**src/rtl/pulse_frame_buffer_if.sv**
```systemverilog
// Symbol-input and frame-output handshake bundle for pulse_frame_buffer.
interface pulse_frame_buffer_if #(
  parameter int SLOT_W = 4,
  parameter int DEPTH  = 16
) ();
  logic                    sym_valid;
  logic [SLOT_W-1:0]       sym_in;
  logic                    abort;
  logic                    frame_valid;
  logic                    frame_ready;
  logic [SLOT_W*DEPTH-1:0] frame;

  modport master (
    output sym_valid, sym_in, abort, frame_ready,
    input  frame_valid, frame
  );

  modport slave (
    input  sym_valid, sym_in, abort, frame_ready,
    output frame_valid, frame
  );
endinterface

```
**src/rtl/pulse_frame_buffer.sv**
```systemverilog
// Assembles DEPTH pulse symbols into a frame and double-buffers it behind a valid/ready handshake.
// Optional partial-frame timeout is enabled by defining PULSE_FRAME_TIMEOUT_EN.
module pulse_frame_buffer #(
  parameter int SLOT_W         = 4,
  parameter int DEPTH          = 16,
  parameter int TIMEOUT_CYCLES = 1024
) (
  input  logic                       clk,
  input  logic                       rst,
  pulse_frame_buffer_if.slave        bus,
  output logic [$clog2(DEPTH)-1:0]   fill_level,
  output logic                       overflow,
  input  logic                       ovf_clr,
  output logic [7:0]                 drop_cnt,
  output logic                       frame_timeout
);
  localparam int IDX_W   = $clog2(DEPTH);
  localparam int FRAME_W = SLOT_W * DEPTH;

  function automatic logic [7:0] sat_inc(input logic [7:0] v);
    return (v == 8'hFF) ? v : v + 8'd1;
  endfunction

  logic [SLOT_W-1:0]  slots [DEPTH];
  logic [IDX_W-1:0]   wr_idx;
  logic [FRAME_W-1:0] frame_q;
  logic               frame_valid_q;
  logic [FRAME_W-1:0] assembled;
  logic [IDX_W-1:0]   wr_sel;
  logic               last_slot;
  logic               complete;
  logic               out_free;
  logic               drop;
  logic               timeout_hit;

  assign last_slot = (wr_idx == IDX_W'(DEPTH - 1));
  // abort with a symbol starts a new frame, so it never completes the old one
  assign complete  = bus.sym_valid && !bus.abort && last_slot;
  assign out_free  = !frame_valid_q || bus.frame_ready;
  assign drop      = complete && !out_free;
  assign wr_sel    = bus.abort ? '0 : wr_idx;

  always_comb begin
    assembled = '0;
    for (int i = 0; i < DEPTH - 1; i++) begin
      assembled[i*SLOT_W +: SLOT_W] = slots[i];
    end
    assembled[(DEPTH-1)*SLOT_W +: SLOT_W] = bus.sym_in;
  end

`ifdef PULSE_FRAME_TIMEOUT_EN
  localparam int CNT_W = $clog2(TIMEOUT_CYCLES + 1);

  logic [CNT_W-1:0] idle_cnt;
  logic             idle;
  logic             timeout_q;

  assign idle        = (wr_idx != '0) && !bus.sym_valid && !bus.abort;
  assign timeout_hit = idle && (idle_cnt == CNT_W'(TIMEOUT_CYCLES - 1));

  always_ff @(posedge clk or negedge rst) begin
    if (!rst) begin
      idle_cnt  <= '0;
      timeout_q <= 1'b0;
    end else begin
      idle_cnt  <= (idle && !timeout_hit) ? idle_cnt + CNT_W'(1) : '0;
      timeout_q <= timeout_hit;
    end
  end

  assign frame_timeout = timeout_q;
`else
  logic unused_timeout;
  assign unused_timeout = |32'(TIMEOUT_CYCLES);
  assign timeout_hit    = 1'b0;
  assign frame_timeout  = 1'b0;
`endif

  // symbol capture and write pointer
  always_ff @(posedge clk or negedge rst) begin
    if (!rst) begin
      wr_idx <= '0;
      for (int i = 0; i < DEPTH; i++) begin
        slots[i] <= '0;
      end
    end else begin
      if (bus.sym_valid) begin
        slots[wr_sel] <= bus.sym_in;
      end
      if (bus.abort) begin
        wr_idx <= bus.sym_valid ? IDX_W'(1) : '0;
      end else if (bus.sym_valid) begin
        wr_idx <= last_slot ? '0 : wr_idx + IDX_W'(1);
      end else if (timeout_hit) begin
        wr_idx <= '0;
      end
    end
  end

  // output register, handshake and drop accounting
  always_ff @(posedge clk or negedge rst) begin
    if (!rst) begin
      frame_q       <= '0;
      frame_valid_q <= 1'b0;
      overflow      <= 1'b0;
      drop_cnt      <= '0;
    end else begin
      if (complete && out_free) begin
        frame_q       <= assembled;
        frame_valid_q <= 1'b1;
      end else if (frame_valid_q && bus.frame_ready) begin
        frame_valid_q <= 1'b0;
      end
      if (drop) begin
        overflow <= 1'b1;
      end else if (ovf_clr) begin
        overflow <= 1'b0;
      end
      if (drop || timeout_hit) begin
        drop_cnt <= sat_inc(drop_cnt);
      end
    end
  end

  assign bus.frame       = frame_q;
  assign bus.frame_valid = frame_valid_q;
  assign fill_level      = wr_idx;

endmodule

```
**src/flat_wrapper.sv**
```systemverilog
// flat-port wrapper written by rule: the top's interface ports become plain ports
module pulse_frame_buffer_flat 
#(
  parameter int SLOT_W         = 4,
  parameter int DEPTH          = 16,
  parameter int TIMEOUT_CYCLES = 1024
)
  (clk, rst, fill_level, overflow, ovf_clr, drop_cnt, frame_timeout, bus_sym_valid, bus_sym_in, bus_abort, bus_frame_ready, bus_frame_valid, bus_frame);
  pulse_frame_buffer_if #(.SLOT_W(SLOT_W), .DEPTH(DEPTH)) bus_i ();
  input  logic clk;
  input  logic rst;
  output logic [$clog2(DEPTH)-1:0] fill_level;
  output logic overflow;
  input  logic ovf_clr;
  output logic [7:0] drop_cnt;
  output logic frame_timeout;
  input wire logic [$bits(bus_i.sym_valid)-1:0] bus_sym_valid;
  input wire logic [$bits(bus_i.sym_in)-1:0] bus_sym_in;
  input wire logic [$bits(bus_i.abort)-1:0] bus_abort;
  input wire logic [$bits(bus_i.frame_ready)-1:0] bus_frame_ready;
  output wire logic [$bits(bus_i.frame_valid)-1:0] bus_frame_valid;
  output wire logic [$bits(bus_i.frame)-1:0] bus_frame;
  assign bus_i.sym_valid = bus_sym_valid;
  assign bus_i.sym_in = bus_sym_in;
  assign bus_i.abort = bus_abort;
  assign bus_i.frame_ready = bus_frame_ready;
  assign bus_frame_valid = bus_i.frame_valid;
  assign bus_frame = bus_i.frame;
  pulse_frame_buffer #(.SLOT_W(SLOT_W), .DEPTH(DEPTH), .TIMEOUT_CYCLES(TIMEOUT_CYCLES)) u_core (.clk(clk), .rst(rst), .bus(bus_i), .fill_level(fill_level), .overflow(overflow), .ovf_clr(ovf_clr), .drop_cnt(drop_cnt), .frame_timeout(frame_timeout));
endmodule
```
**config.mk**
```make
export PLATFORM = sky130hd
export DESIGN_NAME = pulse_frame_buffer_flat
export DESIGN_NICKNAME = d
export VERILOG_FILES = /design/src/rtl/pulse_frame_buffer_if.sv /design/src/rtl/pulse_frame_buffer.sv /design/src/flat_wrapper.sv
export SDC_FILE = /design/constraint.sdc
export NUM_CORES = 1
export LEC_CHECK = 0
export ABC_AREA = 1
export BUFFER_PORTS_ARGS = -buffer_cell sky130_fd_sc_hd__buf_4
export CAP_MARGIN = 0
export CELL_PAD_IN_SITES_DETAIL_PLACEMENT = 0
export CELL_PAD_IN_SITES_GLOBAL_PLACEMENT = 1
export CORE_MARGIN = 3
export CORE_UTILIZATION = 46
export DETAILED_ROUTE_END_ITERATION = 10
export PLACE_DENSITY = 0.83
export SYNTH_ARGS = -nofsm -noshare
export SYNTH_HDL_FRONTEND = slang
export SYNTH_SLANG_ARGS = --single-unit
```
**constraint.sdc**
```tcl
create_clock -name clk -period 3.3 [get_ports clk]
set_clock_uncertainty 0.05 [all_clocks]
set_input_delay 0.66 -clock clk [delete_from_list [all_inputs] [get_ports clk]]
set_output_delay 0.66 -clock clk [all_outputs]
set_load 0.02 [all_outputs]
```
==> impl_metrics.ini <==
[floorplanning]
dieWidth_um = 116
die_h_um = 116
io_pins = 89
row_count = 39
coreArea_um2 = 11600
design.die.area_um2 = 13500
start_util = 0.480

[global_routing]
grt-ovfl-total = 0
grt_usage = 0.206
grt_max_degree = 81
antenna_found_initial = 0
grt_pass1_vias = 4327
grt_pass1_wl_um = 21500

[worst_setup_path]
end_kind = register
path_buf_inv = 1
cp_cell_sequence = ha_1 -> nand3_1 -> nor2_2 -> nand2_2 -> buf_12 -> nand2_1 -> o21ai_0
cpPeakStageDelay_ns = 0.49
critical-path-top-delay-family = simple AND/OR/NAND/NOR gates
cp.required_ns = 3.54
reg2reg_depth = 7
cp-start-kind = register
arrival_ns = 2.28
path_class = register to register
reg2reg_to = u_core.bus.frame[36]
cp_slowest_cell = nor2_2
crit-reg2reg-launch = u_core.fill_level[0]
r2r_slack_ns = 1.25
worstPathMaxFanout = 80

[clock_tree]
clk_pin_slew_worst_paths_ns = 0.05
cts_resized = 0
cts_tree = yes
clkSinkCount = 138
hold_buffers = 0
cts-root-buf = clkbuf_16
numCtsBuffers = 17
clk_latency_ns = 0.42
cts_setup_buffers = 0
cts_buffer_depth = 2
htree_levels = 4

[synthesis]
ys_top_cells_by_area = dfrtp_1 62%, nand2_1 16%, o21ai_0 6.6%
synth.avg_cell_area_um2 = 8.95
syn-instance-count = 623
ys.warnings.count = 0
async_flop_share = 1.00
synth_ff_type = dfrtp_1
synth_edf_count = 0
yosysSeqAreaShare = 0.619
synth_largest_area_cell = dfrtp_1
syn_area_um2 = 5580
yosysMostFrequentCell = nand2_1
synth_commonest_cells = 233 x nand2_1, 138 x dfrtp_1, 73 x o21ai_0, 54 x inv_1, 52 x nand3_1
synth-seq-cells = 138
syn_nets = 635
yosysTopAreaCellShare = 0.619
synth_cell_types = 20

[place]
io_buffers = 87
gp_congestion = 0.795
placed_area_um2 = 6370
hpwl_um = 8300

[min_path]
holdCritPathClass = input port to asynchronous set/reset pin

[finish]
area_delta_synth_final_pct = 24.2
final_util = 0.597
antennaDiodeCount = 0
drive_gt1_frac = 0.185
nFillCells = 1068
multi_input_area_um2 = 1810
layout.nets = 723
ff_latch_area_um2 = 3450
stdcell_area_um2 = 6930

[sta]
hold_viol_final = 0
fin_setup_tns_ns = 0
slew_headroom = 0.392
drv_slew = 0
tightest_slew_ns = 0.911
min_period_ns = 2.05
min_period_over_period = 0.620
setup-violations-final = 0
fmax_mhz = 489
rsz0062_at_grt = false
hold_slack_ns = 0.188

[power]
ir_drop_mv = 0.285
power_leakage_nw = 3.71
p_per_area_nw_per_um2 = 558
power.total_mw = 3.86

[detailed_routing]
wl_um = 12600
wl_per_cell_um = 14.5
ant_nets = 0
vias_per_cell = 4.94
num_vias = 4283
drc = 0
drt-initial-drc-count = 280
drtPass1Iterations = 4

[flow_run]
maxCapViolations = 0

[run_status]
status = finished, final reports clean
[power breakdown]
| group | switching [mW] | internal [mW] | total [mW] |
|---|---|---|---|
| clock network | 0.666 | 1.12 | 1.79 |
| registers | 0.0587 | 1.79 | 1.85 |
| logic | 0.153 | 0.0773 | 0.230 |
[how the worst max path moves through the flow]
stage          slack (ns)                    to  cells past startpoint                   start
2_1_floorplan        1.69  u_core.bus.frame[11]                      6         bus_frame_ready
3_3_place_gp         0.88  u_core.bus.frame[34]                      6         bus_frame_ready
3_5_place_dp         0.82  u_core.bus.frame[50]                      7         bus_frame_ready
4_1_cts              1.22  u_core.bus.frame[47]                      6  u_core.bus.frame_valid
5_1_grt              0.96  u_core.bus.frame[47]                      7  u_core.bus.frame_valid
6_report             1.25  u_core.bus.frame[36]                      7    u_core.fill_level[0]
[layer usage]
metal | global-route usage | up-vias | routed length, µm
met5 | 0 | - | 0
met4 | 0.0766 | 0 | 166
met3 | 0.0580 | 12 | 660
met2 | 0.328 | 95 | 6010
met1 | 0.272 | 2041 | 5750
li1 | - | 2135 | -
[cell type report]
| type | instances | area share |
|---|---|---|
| Sequential cell | 138 | 0.498 |
| Multi-Input combinational cell | 406 | 0.261 |
| Timing Repair Buffer | 93 | 0.105 |
| Clock inverter | 9 | 0.0141 |
| Clock buffer | 23 | 0.0661 |
| Tap cell | 143 | 0.0258 |
| Inverter | 55 | 0.0298 |
[sequential cells by signal, indices dropped and copies added, names as in the netlist]
| register | cells |
|---|---|
| u_core.overflow | 1 |
| u_core.bus.frame | 64 |
| u_core.drop_cnt | 8 |
| u_core.bus.frame_valid | 1 |
| u_core.assembled | 60 |
| u_core.fill_level | 4 |
[kinds of logic (layout without fill, tap and decap cells)]
| logic type | Yosys count | in the layout | share of synthesized area |
|---|---|---|---|
| AOI/OAI and AO/OA | 86 | 86 | 0.0778 |
| xor gates and xnor gates | 3 | 3 | 0.00471 |
| adders and majority gates | 2 | 2 | 0.00449 |
| buffers and inverters | 79 | 180 | 0.0574 |
| DFF | 138 | 138 | 0.619 |
| other | 1 | 1 | 0.000672 |
| and+or+nand+nor | 314 | 314 | 0.236 |
[layout by cell type, fill, tap and decap left out]
cell type,n
o21ai_1,11
o211ai_1,1
nand2_2,1
o22ai_1,1
inv_1,54
buf_6,1
nand3b_1,2
clkinv_2,6
buf_12,2
nor2_2,5
inv_2,1
conb_1,1
o21ai_0,73
clkbuf_8,1
clkbuf_1,5
nand3_1,52
nand2_1,232
nor2_4,6
buf_4,90
clkbuf_16,17
nor2_1,15
bufinv_16,2
ha_1,2
clkinvlp_4,1
dfrtp_1,138
nand3_2,1
xor2_1,3
[per-stage QoR]
stage	setup WS (ns)	instances
3_3_place_gp	0.877	835
4_1_cts	1.22	867
6_report	1.25	867
2_1_floorplan	1.69	623
3_5_place_dp	0.821	835
5_1_grt	0.963	867
[worst reg2reg max path, delay by kind of cell (launching register included)]
family	cells	cell delay, ns
flops	1	0.43
fa+ha+maj	1	0.22
simple gates	4	0.90
buf+inv	1	0.24
compound gates	1	0.08
Power figures use the tool's default switching activity.
